`src/rtl/sync_arith_pkg.sv`:
```
// Shared definitions for the synchronous arithmetic units: opcodes, status bit
// positions and the FSM state encoding of the inverse-operation unit.
package sync_arith_pkg;

  typedef enum logic [3:0] {
    OP_SHL  = 4'b0000,
    OP_MUL  = 4'b0001,
    OP_U2ZM = 4'b0010
  } op_e;

  localparam int ST_ZERO = 0;
  localparam int ST_NEG  = 1;
  localparam int ST_OVF  = 2;
  localparam int ST_INV  = 3;

  typedef enum logic [1:0] {
    S_IDLE,
    S_EXEC,
    S_MUL,
    S_WB
  } state_e;

  function automatic logic [3:0] pack_status(input logic zero, input logic neg,
                                             input logic ovf, input logic inv);
    logic [3:0] s;
    s = '0;
    s[ST_ZERO] = zero;
    s[ST_NEG]  = neg;
    s[ST_OVF]  = ovf;
    s[ST_INV]  = inv;
    return s;
  endfunction

endpackage

```
`src/rtl/seq_mul_29.sv`:
```
// Unsigned shift-add multiplier: loads on start, then runs M iterations that
// add the multiplicand into the upper half and shift the accumulator right.
module seq_mul_29 #(
  parameter int M = 32
) (
  input  logic           clk,
  input  logic           rst,
  input  logic           start,
  input  logic [M-1:0]   a,
  input  logic [M-1:0]   b,
  output logic           done,
  output logic [2*M-1:0] product
);

  localparam int CW = $clog2(M) + 1;
  localparam logic [CW-1:0] LAST = CW'(M);

  logic [2*M-1:0] acc_q, acc_d;
  logic [M-1:0]   mcand_q, mcand_d;
  logic [CW-1:0]  cnt_q, cnt_d;
  logic [M-1:0]   addend;
  logic [M:0]     sum;

  // The low half starts as the multiplier and is consumed one bit per iteration.
  always_comb begin
    acc_d   = acc_q;
    mcand_d = mcand_q;
    cnt_d   = cnt_q;
    addend  = acc_q[0] ? mcand_q : '0;
    sum     = {1'b0, acc_q[2*M-1:M]} + {1'b0, addend};
    if (start) begin
      acc_d   = {{M{1'b0}}, b};
      mcand_d = a;
      cnt_d   = '0;
    end else if (cnt_q != LAST) begin
      acc_d = {sum, acc_q[M-1:1]};
      cnt_d = cnt_q + CW'(1);
    end
  end

  always_ff @(posedge clk or posedge rst) begin
    if (rst) begin
      acc_q   <= '0;
      mcand_q <= '0;
      cnt_q   <= LAST;
    end else begin
      acc_q   <= acc_d;
      mcand_q <= mcand_d;
      cnt_q   <= cnt_d;
    end
  end

  assign done    = (cnt_q == LAST);
  assign product = acc_q;

endmodule

```
`src/rtl/sync_arith_inv_unit_29.sv`:
```
// Sequential inverse arithmetic unit: shift-left, shift-add multiply and
// two's-complement to sign-magnitude conversion with registered result/status.
module sync_arith_inv_unit_29
  import sync_arith_pkg::*;
#(
  parameter int M = 32
) (
  input  logic         clk,
  input  logic         i_reset,
  input  logic         i_start,
  input  logic [M-1:0] iarg_A,
  input  logic [M-1:0] iarg_B,
  input  logic [3:0]   iop,
  output logic [M-1:0] o_result,
  output logic [3:0]   o_status,
  output logic         o_busy,
  output logic         o_valid
);

  localparam int SW = $clog2(M);

  state_e       state_q, state_d;
  logic [M-1:0] a_q, a_d, b_q, b_d;
  logic [3:0]   op_q, op_d;
  logic [M-1:0] res_q, res_d;
  logic [3:0]   stat_q, stat_d;
  logic [M-1:0] result_q, result_d;
  logic [3:0]   status_q, status_d;
  logic         valid_q, valid_d;

  logic           mul_start, mul_done;
  logic [2*M-1:0] product;

  logic [M-1:0]   exec_res;
  logic           exec_ovf, exec_inv;
  logic [2*M-1:0] shl_wide;
  logic [M-2:0]   neg_low;
  logic           b_big;

  assign mul_start = (state_q == S_IDLE) && i_start && (iop == OP_MUL);

  seq_mul_29 #(.M(M)) u_mul (
    .clk     (clk),
    .rst     (i_reset),
    .start   (mul_start),
    .a       (iarg_A),
    .b       (iarg_B),
    .done    (mul_done),
    .product (product)
  );

  // Only the low M-1 bits of -A are needed; the sign bit is forced to 1.
  assign neg_low  = ~a_q[M-2:0] + {{(M-2){1'b0}}, 1'b1};
  assign shl_wide = {{M{1'b0}}, a_q} << b_q[SW-1:0];
  assign b_big    = |b_q[M-1:SW];

  always_comb begin
    exec_res = '0;
    exec_ovf = 1'b0;
    exec_inv = 1'b0;
    case (op_q)
      OP_SHL: begin
        if (b_big) begin
          exec_ovf = |a_q;
        end else begin
          exec_res = shl_wide[M-1:0];
          exec_ovf = |shl_wide[2*M-1:M];
        end
      end
      OP_U2ZM: begin
        if (!a_q[M-1]) begin
          exec_res = a_q;
        end else if (a_q[M-2:0] == '0) begin
          exec_ovf = 1'b1;
        end else begin
          exec_res = {1'b1, neg_low};
        end
      end
      default: exec_inv = 1'b1;
    endcase
  end

  always_comb begin
    state_d  = state_q;
    a_d      = a_q;
    b_d      = b_q;
    op_d     = op_q;
    res_d    = res_q;
    stat_d   = stat_q;
    result_d = result_q;
    status_d = status_q;
    valid_d  = 1'b0;
    case (state_q)
      S_IDLE: begin
        if (i_start) begin
          a_d     = iarg_A;
          b_d     = iarg_B;
          op_d    = iop;
          state_d = (iop == OP_MUL) ? S_MUL : S_EXEC;
        end
      end
      S_EXEC: begin
        res_d   = exec_res;
        stat_d  = pack_status(exec_res == '0, exec_res[M-1], exec_ovf, exec_inv);
        state_d = S_WB;
      end
      S_MUL: begin
        if (mul_done) begin
          res_d   = product[M-1:0];
          stat_d  = pack_status(product[M-1:0] == '0, product[M-1],
                                |product[2*M-1:M], 1'b0);
          state_d = S_WB;
        end
      end
      S_WB: begin
        result_d = res_q;
        status_d = stat_q;
        valid_d  = 1'b1;
        state_d  = S_IDLE;
      end
      default: state_d = S_IDLE;
    endcase
  end

  always_ff @(posedge clk or posedge i_reset) begin
    if (i_reset) begin
      state_q  <= S_IDLE;
      a_q      <= '0;
      b_q      <= '0;
      op_q     <= '0;
      res_q    <= '0;
      stat_q   <= '0;
      result_q <= '0;
      status_q <= '0;
      valid_q  <= 1'b0;
    end else begin
      state_q  <= state_d;
      a_q      <= a_d;
      b_q      <= b_d;
      op_q     <= op_d;
      res_q    <= res_d;
      stat_q   <= stat_d;
      result_q <= result_d;
      status_q <= status_d;
      valid_q  <= valid_d;
    end
  end

  assign o_result = result_q;
  assign o_status = status_q;
  assign o_busy   = (state_q != S_IDLE);
  assign o_valid  = valid_q;

endmodule

```
`config.mk`:
```
export PLATFORM = sky130hd
export DESIGN_NAME = sync_arith_inv_unit_29
export DESIGN_NICKNAME = d
export VERILOG_FILES = /design/src/rtl/sync_arith_pkg.sv /design/src/rtl/seq_mul_29.sv /design/src/rtl/sync_arith_inv_unit_29.sv
export SDC_FILE = /design/constraint.sdc
export NUM_CORES = 1
export LEC_CHECK = 0
export CAP_MARGIN = 30
export CORE_ASPECT_RATIO = 0.75
export CORE_UTILIZATION = 60
export DETAILED_ROUTE_END_ITERATION = 6
export PLACE_DENSITY = 0.86
export SETUP_SLACK_MARGIN = 0.2
export SLEW_MARGIN = 0
export SYNTH_ARGS = -nofsm -noshare
export SYNTH_HDL_FRONTEND = slang
export SYNTH_SLANG_ARGS = --single-unit
```
`constraint.sdc`:
```
create_clock -name clk -period 10.6 [get_ports clk]
set_clock_uncertainty 0.15 [all_clocks]
set_input_delay 3.18 -clock clk [delete_from_list [all_inputs] [get_ports clk]]
set_output_delay 3.18 -clock clk [all_outputs]
set_load 0.03 [all_outputs]
```
# Word-level counts from Yosys, hierarchy flattened
# Cells that the tools add are included.
# word_totals
reg_bits,245
latch_bits,0
mem_bits_rw,0
mem_bits_ro,0
in_bits,71
mem_count,0
# classes
add_sub_neg,3
n_mul,0
div,0
n_lt_le_gt_ge,0
eq_ne,9
shift,1
n_mux,23
bitwise,1
n_reduce_logical,18
# op_table
cell,n
$mux 32,5
$mux 64,2
$pmux 32 s2,2
$reduce_or 32->1,3
$logic_not 32->1,2
$shl 32x5->64,1
$add 32x32->33,1
$add 31x1->31 const B,1
$logic_not 31->1,1
$not 31->31,1
$reduce_or 27->1,1
$mux 6,2
$pmux 2 s4,1
$pmux 4 s2,1
$add 6x1->6 const B,1
$eq 6x6->1 const B,1
$mux 2,3
$ne 6x6->1 const B,1
$reduce_and 2->1,3
$reduce_bool 2->1,3
$mux 1,5
$eq 2x2->1 const B,2
$eq 4x1->1 const B,1
$eq 4x2->1 const B,1
other kinds (8),10

# Longest topological paths before layout
# Gate-level depths: netlist of the first run.
# logic_depth
ltp_word,7
mapped_depth,13

# Cells and area by module
# Synthesis of the first run repeated with hierarchy kept, for this count alone.
# unflattened
hier_cells,1556
hier_area_um2,15469.8
# modules_own_cells
mod,instances,cells_per_inst,area_per_inst_um2
sync_arith_inv_unit_29,1,928,9474.1
seq_mul_29,1,628,5995.8

# Worst setup path before layout of the first run
# OpenSTA, ideal clock, no wires.
# synth_path
path_kind,input to register
from,in i_start
to,reg b_q[0]
arrival_ns,4.367
required_time_ns,10.325
path_slack_ns,5.958
stages,4
n_path_buf,2
path_cell_list,nand2_1 -> buf_1 -> buf_1 -> mux2_2
# synth_between
elab_chain_cells,1
# synth_rtl
item,line_no,source
from (decl),sync_arith_inv_unit_29.sv:10,"input logic i_start,"
$reduce_and 2->1 (no line),-,
to (signal assigned),sync_arith_inv_unit_29.sv:129,b_q <= '0;
to (signal assigned),sync_arith_inv_unit_29.sv:139,b_q <= b_d;
to (decl),sync_arith_inv_unit_29.sv:23,"logic [M-1:0] a_q, a_d, b_q, b_d;"
# No other way between the ends.
# A chain may end at the register's enable or synchronous reset.

# Worst setup path after layout of the first run
# layout_path
from,in iop[1]
to,"reg u_mul.acc_q[62], in the netlist u_mul.product[62]"
# layout_between
elab_chain_cells,3
elab_cells_between_ends,4
# layout_rtl
item,line_no,source
from (decl),sync_arith_inv_unit_29.sv:13,"input logic [3:0] iop,"
$eq 4x1->1 *,sync_arith_inv_unit_29.sv:40,assign mul_start = (state_q == S_IDLE) && i_start && (iop == OP_MUL);
$logic_and 1x1->1 *,sync_arith_inv_unit_29.sv:40,
$mux 64 or $reduce_bool 2->1 (tied branches),-,
to (signal assigned),seq_mul_29.sv:43,acc_q <= '0;
to (signal assigned),seq_mul_29.sv:47,acc_q <= acc_d;
to (decl),seq_mul_29.sv:18,"logic [2*M-1:0] acc_q, acc_d;"
# Every way passes the cells marked *; elsewhere a longest branch is shown, timed or not.

==> impl_metrics.env, run 1 <==
export IMPL_setup_violations_final=0
export IMPL_vias_per_cell=6.49
export IMPL_r2r_cells=10
export IMPL_cts_tree="done"
export IMPL_synthAdderAreaFrac_pct=3.46
export IMPL_synth_fp_nets=1679
export IMPL_yosysWarnings=0
export IMPL_ys_types=72
export IMPL_synth_top_family_by_area="simple AND/OR/NAND/NOR gates"
export IMPL_wirelength_um=42300
export IMPL_clk_pin_slew_ps=60
export IMPL_portBuffers=108
export IMPL_ir_worst_vdd_mv=0.192
export IMPL_place_inst=1916
export IMPL_fin_util_pct=70.1
export IMPL_synth_xor_area_share_pct=3.10
export IMPL_ys_async_sr_fraction_pct=100
export IMPL_die_h_um=138
export IMPL_synth_mux_area_share_pct=16.6
export IMPL_yosysMostFrequentCell="nand2_1"
export IMPL_power_density_nw_per_um2=325
export IMPL_overflow=0
export IMPL_holdWs_ps=318
export IMPL_slew_headroom_pct=33.7
export IMPL_netlist_top_cells_area="dfrtp_1 41%, mux2_2 9.3%, nand2_1 7.0%, mux4_2 4.4%, ha_1 3.3%"
export IMPL_synth_ff_type="dfrtp_1"
export IMPL_cp_startpoint="iop[1]"
export IMPL_vias=12743
export IMPL_crit_path_max_fanout=65
export IMPL_postSynthAreaPerCell_um2=9.37
export IMPL_grt_max_degree=137
export IMPL_synthesis_area_um2=14700
export IMPL_syn2layout_area_growth_pct=14.6
export IMPL_clk_latency_ps=530
export IMPL_clock_sinks=243
export IMPL_reg2reg_from="a_q[0]$_DFFE_PP0P_"
export IMPL_min_delay_path_depth=2
export IMPL_grt_usage_pct=33.9
export IMPL_synth_simple_gate_area_share_pct=18.0
export IMPL_rsz0062_at_grt="false"
export IMPL_place_ws_ps=4040
export IMPL_grt_pass1_wl_um=65600
export IMPL_coreArea_um2=24000
export IMPL_std_cell_rows=49
export IMPL_drive_gt1_share_pct=14.1
export IMPL_die_area_um2=25100
export IMPL_die_x_um=183
export IMPL_hold_buffers=0
export IMPL_seq_area_frac_synth_pct=41.4
export IMPL_initial_core_util_pct=61.2
export IMPL_stdcell_count=1962
export IMPL_hp_start="u_mul.mcand_q[9]$_DFFE_PP0P_"
export IMPL_rrSetupSlack_ps=6000
export IMPL_cts_root_buf="clkbuf_16"
export IMPL_drtAntennaViolNets=0
export IMPL_firstDrtPassIters=6
export IMPL_setup_ws_ps=4480
export IMPL_synth_top_area_cell="dfrtp_1"
export IMPL_min_to="u_mul.mcand_q[9]$_DFFE_PP0P_"
export IMPL_cts_buffers=25
export IMPL_period_minus_slack_ps=6120
export IMPL_power_leakage_nw=7.41
export IMPL_finalHoldViolCount=0
export IMPL_nets=1724
export IMPL_synth_commonest_cells="276 x nand2_1, 242 x dfrtp_1, 127 x nor2_1, 121 x mux2_2, 88 x o21ai_0"
export IMPL_grt_pass1_vias=11680
export IMPL_drt_iter0_markers=1495
export IMPL_drc=0
export IMPL_ys_ff_latch=243
export IMPL_drv_slew=0
export IMPL_start_kind="input port"
export IMPL_dpl_cell_area_um2=16000
export IMPL_max_freq_mhz=163
export IMPL_synthCells=1568
export IMPL_fin_setup_tns_ps=0
export IMPL_post_cts_buffers=0
export IMPL_cap_violations=0
export IMPL_reg2reg_to="stat_q[0]$_DFFE_PP0P_"
export IMPL_h_tree_depth=1
export IMPL_crit_required_ps=10860
export IMPL_timing_final_crit_share_pct=57.7
export IMPL_wire_per_inst_um=21.6
export IMPL_postLayoutCellArea_um2=16800
export IMPL_critPathArrivalTime_ps=6380
export IMPL_netlist_area_leader_share_pct=41.2
export IMPL_post_dp_hpwl_um=30700
export IMPL_status="finished clean"
export IMPL_worstHoldPathType="reg2reg"
export IMPL_ios=109
export IMPL_path_class="in2reg"
export IMPL_end_kind="flip-flop"
export IMPL_globalplace_congestion=1.01
export IMPL_cts_buffer_depth=3
export IMPL_worst_slew_pin_transition_ps=980
export IMPL_synth_edf_count=0
export IMPL_fill_cells=1821
export IMPL_ctsResizeCount=0
export IMPL_power_mw=5.48
export IMPL_antenna_found_initial=1
export IMPL_synth_compound_gate_area_share_pct=13.8
## logic make-up after synthesis
group / count (synthesis)
mux: 193
simple gates: 582
fa+ha+maj: 40
buf+inv: 134
xor+xnor: 52
compound gates: 324
flops: 243
## critical path, cell delays in order
cell,delay [ps]
clkdlybuf4s50_1,570
nor4b_1,920
nand3_4,650
buf_4,510
nand2_1,210
nor3_1,80
a21oi_1,150
nand3_1,90
## worst max-delay path by stage
stage                                    end  slack (ps)
5_1_grt        u_mul.product[62]$_DFFE_PP0P_        4310
3_5_place_dp   u_mul.product[62]$_DFFE_PP0P_        4040
6_report       u_mul.product[62]$_DFFE_PP0P_        4480
4_1_cts        u_mul.product[62]$_DFFE_PP0P_        4560
3_3_place_gp   u_mul.product[62]$_DFFE_PP0P_        4230
2_1_floorplan             a_q[0]$_DFFE_PP0P_         600
## where the power goes
group	leakage, nW	internal (mW)	switching (mW)
clock	0.425	0.548	0.371
combinational	3.88	1.20	1.59
sequential	3.10	1.30	0.473
## cells in the final DEF, fill, tap and decap left out, types with 30 or more instances in the layout
cell type	synthesis	routed
ha_1	39	39
and2_1	39	39
nand2_1	276	274
a31oi_1	35	35
o21ai_0	88	88
xnor2_1	30	30
nor2_1	127	127
mux2i_1	43	43
mux2_2	121	121
clkdlybuf4s50_1	0	108
dfrtp_1	242	241
a21oi_1	85	85
## metal layers
metal	vias to the layer above	global-route usage, %	share of wire, %
li1	5703	-	-
met1	6259	50.3	44
met2	695	48.7	42
met3	86	10.1	12
met4	0	7.28	2.1
met5	-	0	0
## layout make-up
type / instances / area [um2] / share of cell area (%)
Multi-Input combinational cell: 1191 / 8120 / 48.2
Sequential cell: 243 / 6080 / 36.1
Timing Repair Buffer: 129 / 1280 / 7.59
Clock buffer: 33 / 716 / 4.25
Tap cell: 331 / 414 / 2.46
Clock inverter: 11 / 140 / 0.832
Inverter: 23 / 93.8 / 0.557
Antenna cell: 1 / 2.50 / 0.0149
## sequential cells by signal, indices dropped and copies added, names as in the netlist, 2 cells and up
register	cells
u_mul.product	64
a_q	32
b_q	32
u_mul.mcand_q	32
o_result	31
res_q	31
u_mul.cnt_q	6
o_status	4
op_q	4
stat_q	4
state_q	2
No activity file was read; power rests on OpenSTA's default activity.
==> inputs of run 2 (changes only) <==
==> constraint.sdc (replaced) <==
create_clock -name clk -period 5.63 [get_ports clk]
set_clock_uncertainty 0.15 [all_clocks]
set_input_delay 1.689 -clock clk [delete_from_list [all_inputs] [get_ports clk]]
set_output_delay 1.689 -clock clk [all_outputs]
set_load 0.03 [all_outputs]
==> run 2 against run 1 <==
Critical path depth grew 2. Worst setup slack lost 3300 ps. Count of clock-buffer cells in the layout grew 3. Sequential power grew 94%. Largest cell class unchanged. Power grew 90%. Critical endpoint is now stat_q[0]$_DFFE_PP0P_.
==> impl_metrics.env, run 2 (synthesis gave the netlist of run 1 again) <==
export IMPL_nets=1729
export IMPL_critPathArrivalTime_ps=4770
export IMPL_crit_path_max_fanout=17
export IMPL_portBuffers=108
export IMPL_setup_violations_final=0
export IMPL_wirelength_um=43400
export IMPL_crit_required_ps=5930
export IMPL_cap_violations=0
export IMPL_final_common_cell="nand2_1"
export IMPL_start_kind="flip-flop"
export IMPL_grt_use_met1_pct=51.9
export IMPL_cts_tree="done"
export IMPL_top_usage_layer="met1"
export IMPL_ir_worst_vdd_mv=0.331
export IMPL_rrSetupSlack_ps=1160
export IMPL_place_inst=1923
export IMPL_finalHoldViolCount=0
export IMPL_grt_max_degree=71
export IMPL_min_to="u_mul.mcand_q[10]$_DFFE_PP0P_"
export IMPL_initial_core_util_pct=61.2
export IMPL_grt_pass1_wl_um=67700
export IMPL_firstDrtPassIters=6
export IMPL_largest_reg_flops=64
export IMPL_slew_headroom_pct=35.6
export IMPL_status="finished clean"
export IMPL_vias_per_cell=6.46
export IMPL_worstHoldPathType="reg2reg"
export IMPL_globalplace_congestion=1.01
export IMPL_vias=12715
export IMPL_post_dp_hpwl_um=31600
export IMPL_die_area_um2=25100
export IMPL_drtAntennaViolNets=0
export IMPL_worst_slew_pin_transition_ps=966
export IMPL_drv_slew=0
export IMPL_clock_sinks=243
export IMPL_clk_latency_ps=530
export IMPL_cts_buffers=24
export IMPL_coreArea_um2=24000
export IMPL_path_class="reg2reg"
export IMPL_grt_pass1_vias=11921
export IMPL_cts_root_buf="clkbuf_16"
export IMPL_std_cell_rows=49
export IMPL_antenna_found_initial=1
export IMPL_die_x_um=183
export IMPL_overflow=0
export IMPL_cts_buffer_depth=3
export IMPL_fill_cells=1787
export IMPL_wire_per_inst_um=22.0
export IMPL_hp_start="u_mul.mcand_q[10]$_DFFE_PP0P_"
export IMPL_drc=0
export IMPL_syn2layout_area_growth_pct=15.2
export IMPL_use_met2_pct=49.9
export IMPL_grt_usage_pct=35.0
export IMPL_max_freq_mhz=224
export IMPL_reg2reg_to="stat_q[0]$_DFFE_PP0P_"
export IMPL_period_minus_slack_ps=4470
export IMPL_h_tree_depth=1
export IMPL_hold_buffers=0
export IMPL_power_density_nw_per_um2=616
export IMPL_end_kind="flip-flop"
export IMPL_timing_final_crit_share_pct=79.5
export IMPL_r2r_cells=10
export IMPL_die_h_um=138
export IMPL_clk_pin_slew_ps=80
export IMPL_layout_common_cells="274 x nand2_1, 241 x dfrtp_1, 127 x nor2_1"
export IMPL_ios=109
export IMPL_min_delay_path_depth=2
export IMPL_fin_setup_tns_ps=0
export IMPL_rsz0062_at_grt="false"
export IMPL_grtUsageMet3_pct=10.4
export IMPL_drt_iter0_markers=1468
export IMPL_stdcell_count=1969
export IMPL_ctsResizeCount=0
export IMPL_power_leakage_nw=7.44
export IMPL_drive_gt1_share_pct=14.3
export IMPL_post_cts_buffers=0
export IMPL_reg2reg_from="a_q[0]$_DFFE_PP0P_"
run 2: report_power, final:
group / switching (mW) / total, mW / internal (mW)
logic: 2.95 / 5.19 / 2.24
registers: 0.992 / 3.45 / 2.45
clock network: 0.703 / 1.79 / 1.09
total: 4.64 / 10.4 / 5.78
run 2: metrics by stage:
stage          power (mW)  setup slack, ps  util [%]  area, um2  hold slack [ps]
3_5_place_dp         8.45             1150      66.8      16000              306
6_report             10.4             1160      70.5      16900              317
2_1_floorplan        6.84              602         -      14700              287
5_1_grt              11.0             1030      70.4      16900              353
3_3_place_gp         8.27             1260      66.6      16000              300
4_1_cts              10.3             1270      70.4      16900              323
run 2: worst max path at each step:
stage	start	to	slack (ps)	cells after the start
6_report	a_q[0]$_DFFE_PP0P_	stat_q[0]$_DFFE_PP0P_	1160	10
3_3_place_gp	iop[1]	u_mul.product[10]$_DFFE_PP0P_	1260	6
4_1_cts	a_q[0]$_DFFE_PP0P_	stat_q[0]$_DFFE_PP0P_	1270	10
5_1_grt	a_q[0]$_DFFE_PP0P_	stat_q[0]$_DFFE_PP0P_	1030	10
2_1_floorplan	i_reset	a_q[0]$_DFFE_PP0P_	600	1
3_5_place_dp	iop[1]	u_mul.product[28]$_DFFE_PP0P_	1150	6
run 2: layout make-up:
type                    instances  area, um2  area share [%]
flip-flops and latches        243       6080            35.9
clock inverters                 8        146           0.864
inverters                      23       90.1           0.532
clock buffers                  36        737            4.35
multi-input cells            1191       8120            47.9
repair buffers                135       1340            7.92
diodes                          2       5.00          0.0296
well taps                     331        414            2.45
run 2: worst max-delay path, stage by stage (launching register included):
cell	delay [ps]
dfrtp_1	450
inv_1	140
ha_1	210
or4b_1	520
or4_4	570
nor4_4	560
a21o_1	610
o22a_1	330
nand3_1	130
or4_1	510
o31ai_2	200
run 2: layer usage:
layer / vias to the layer above / wire [um]
li1: 5713 / -
met1: 6199 / 18600
met2: 720 / 18300
met3: 83 / 5500
met4: 0 / 1010
met5: - / 0
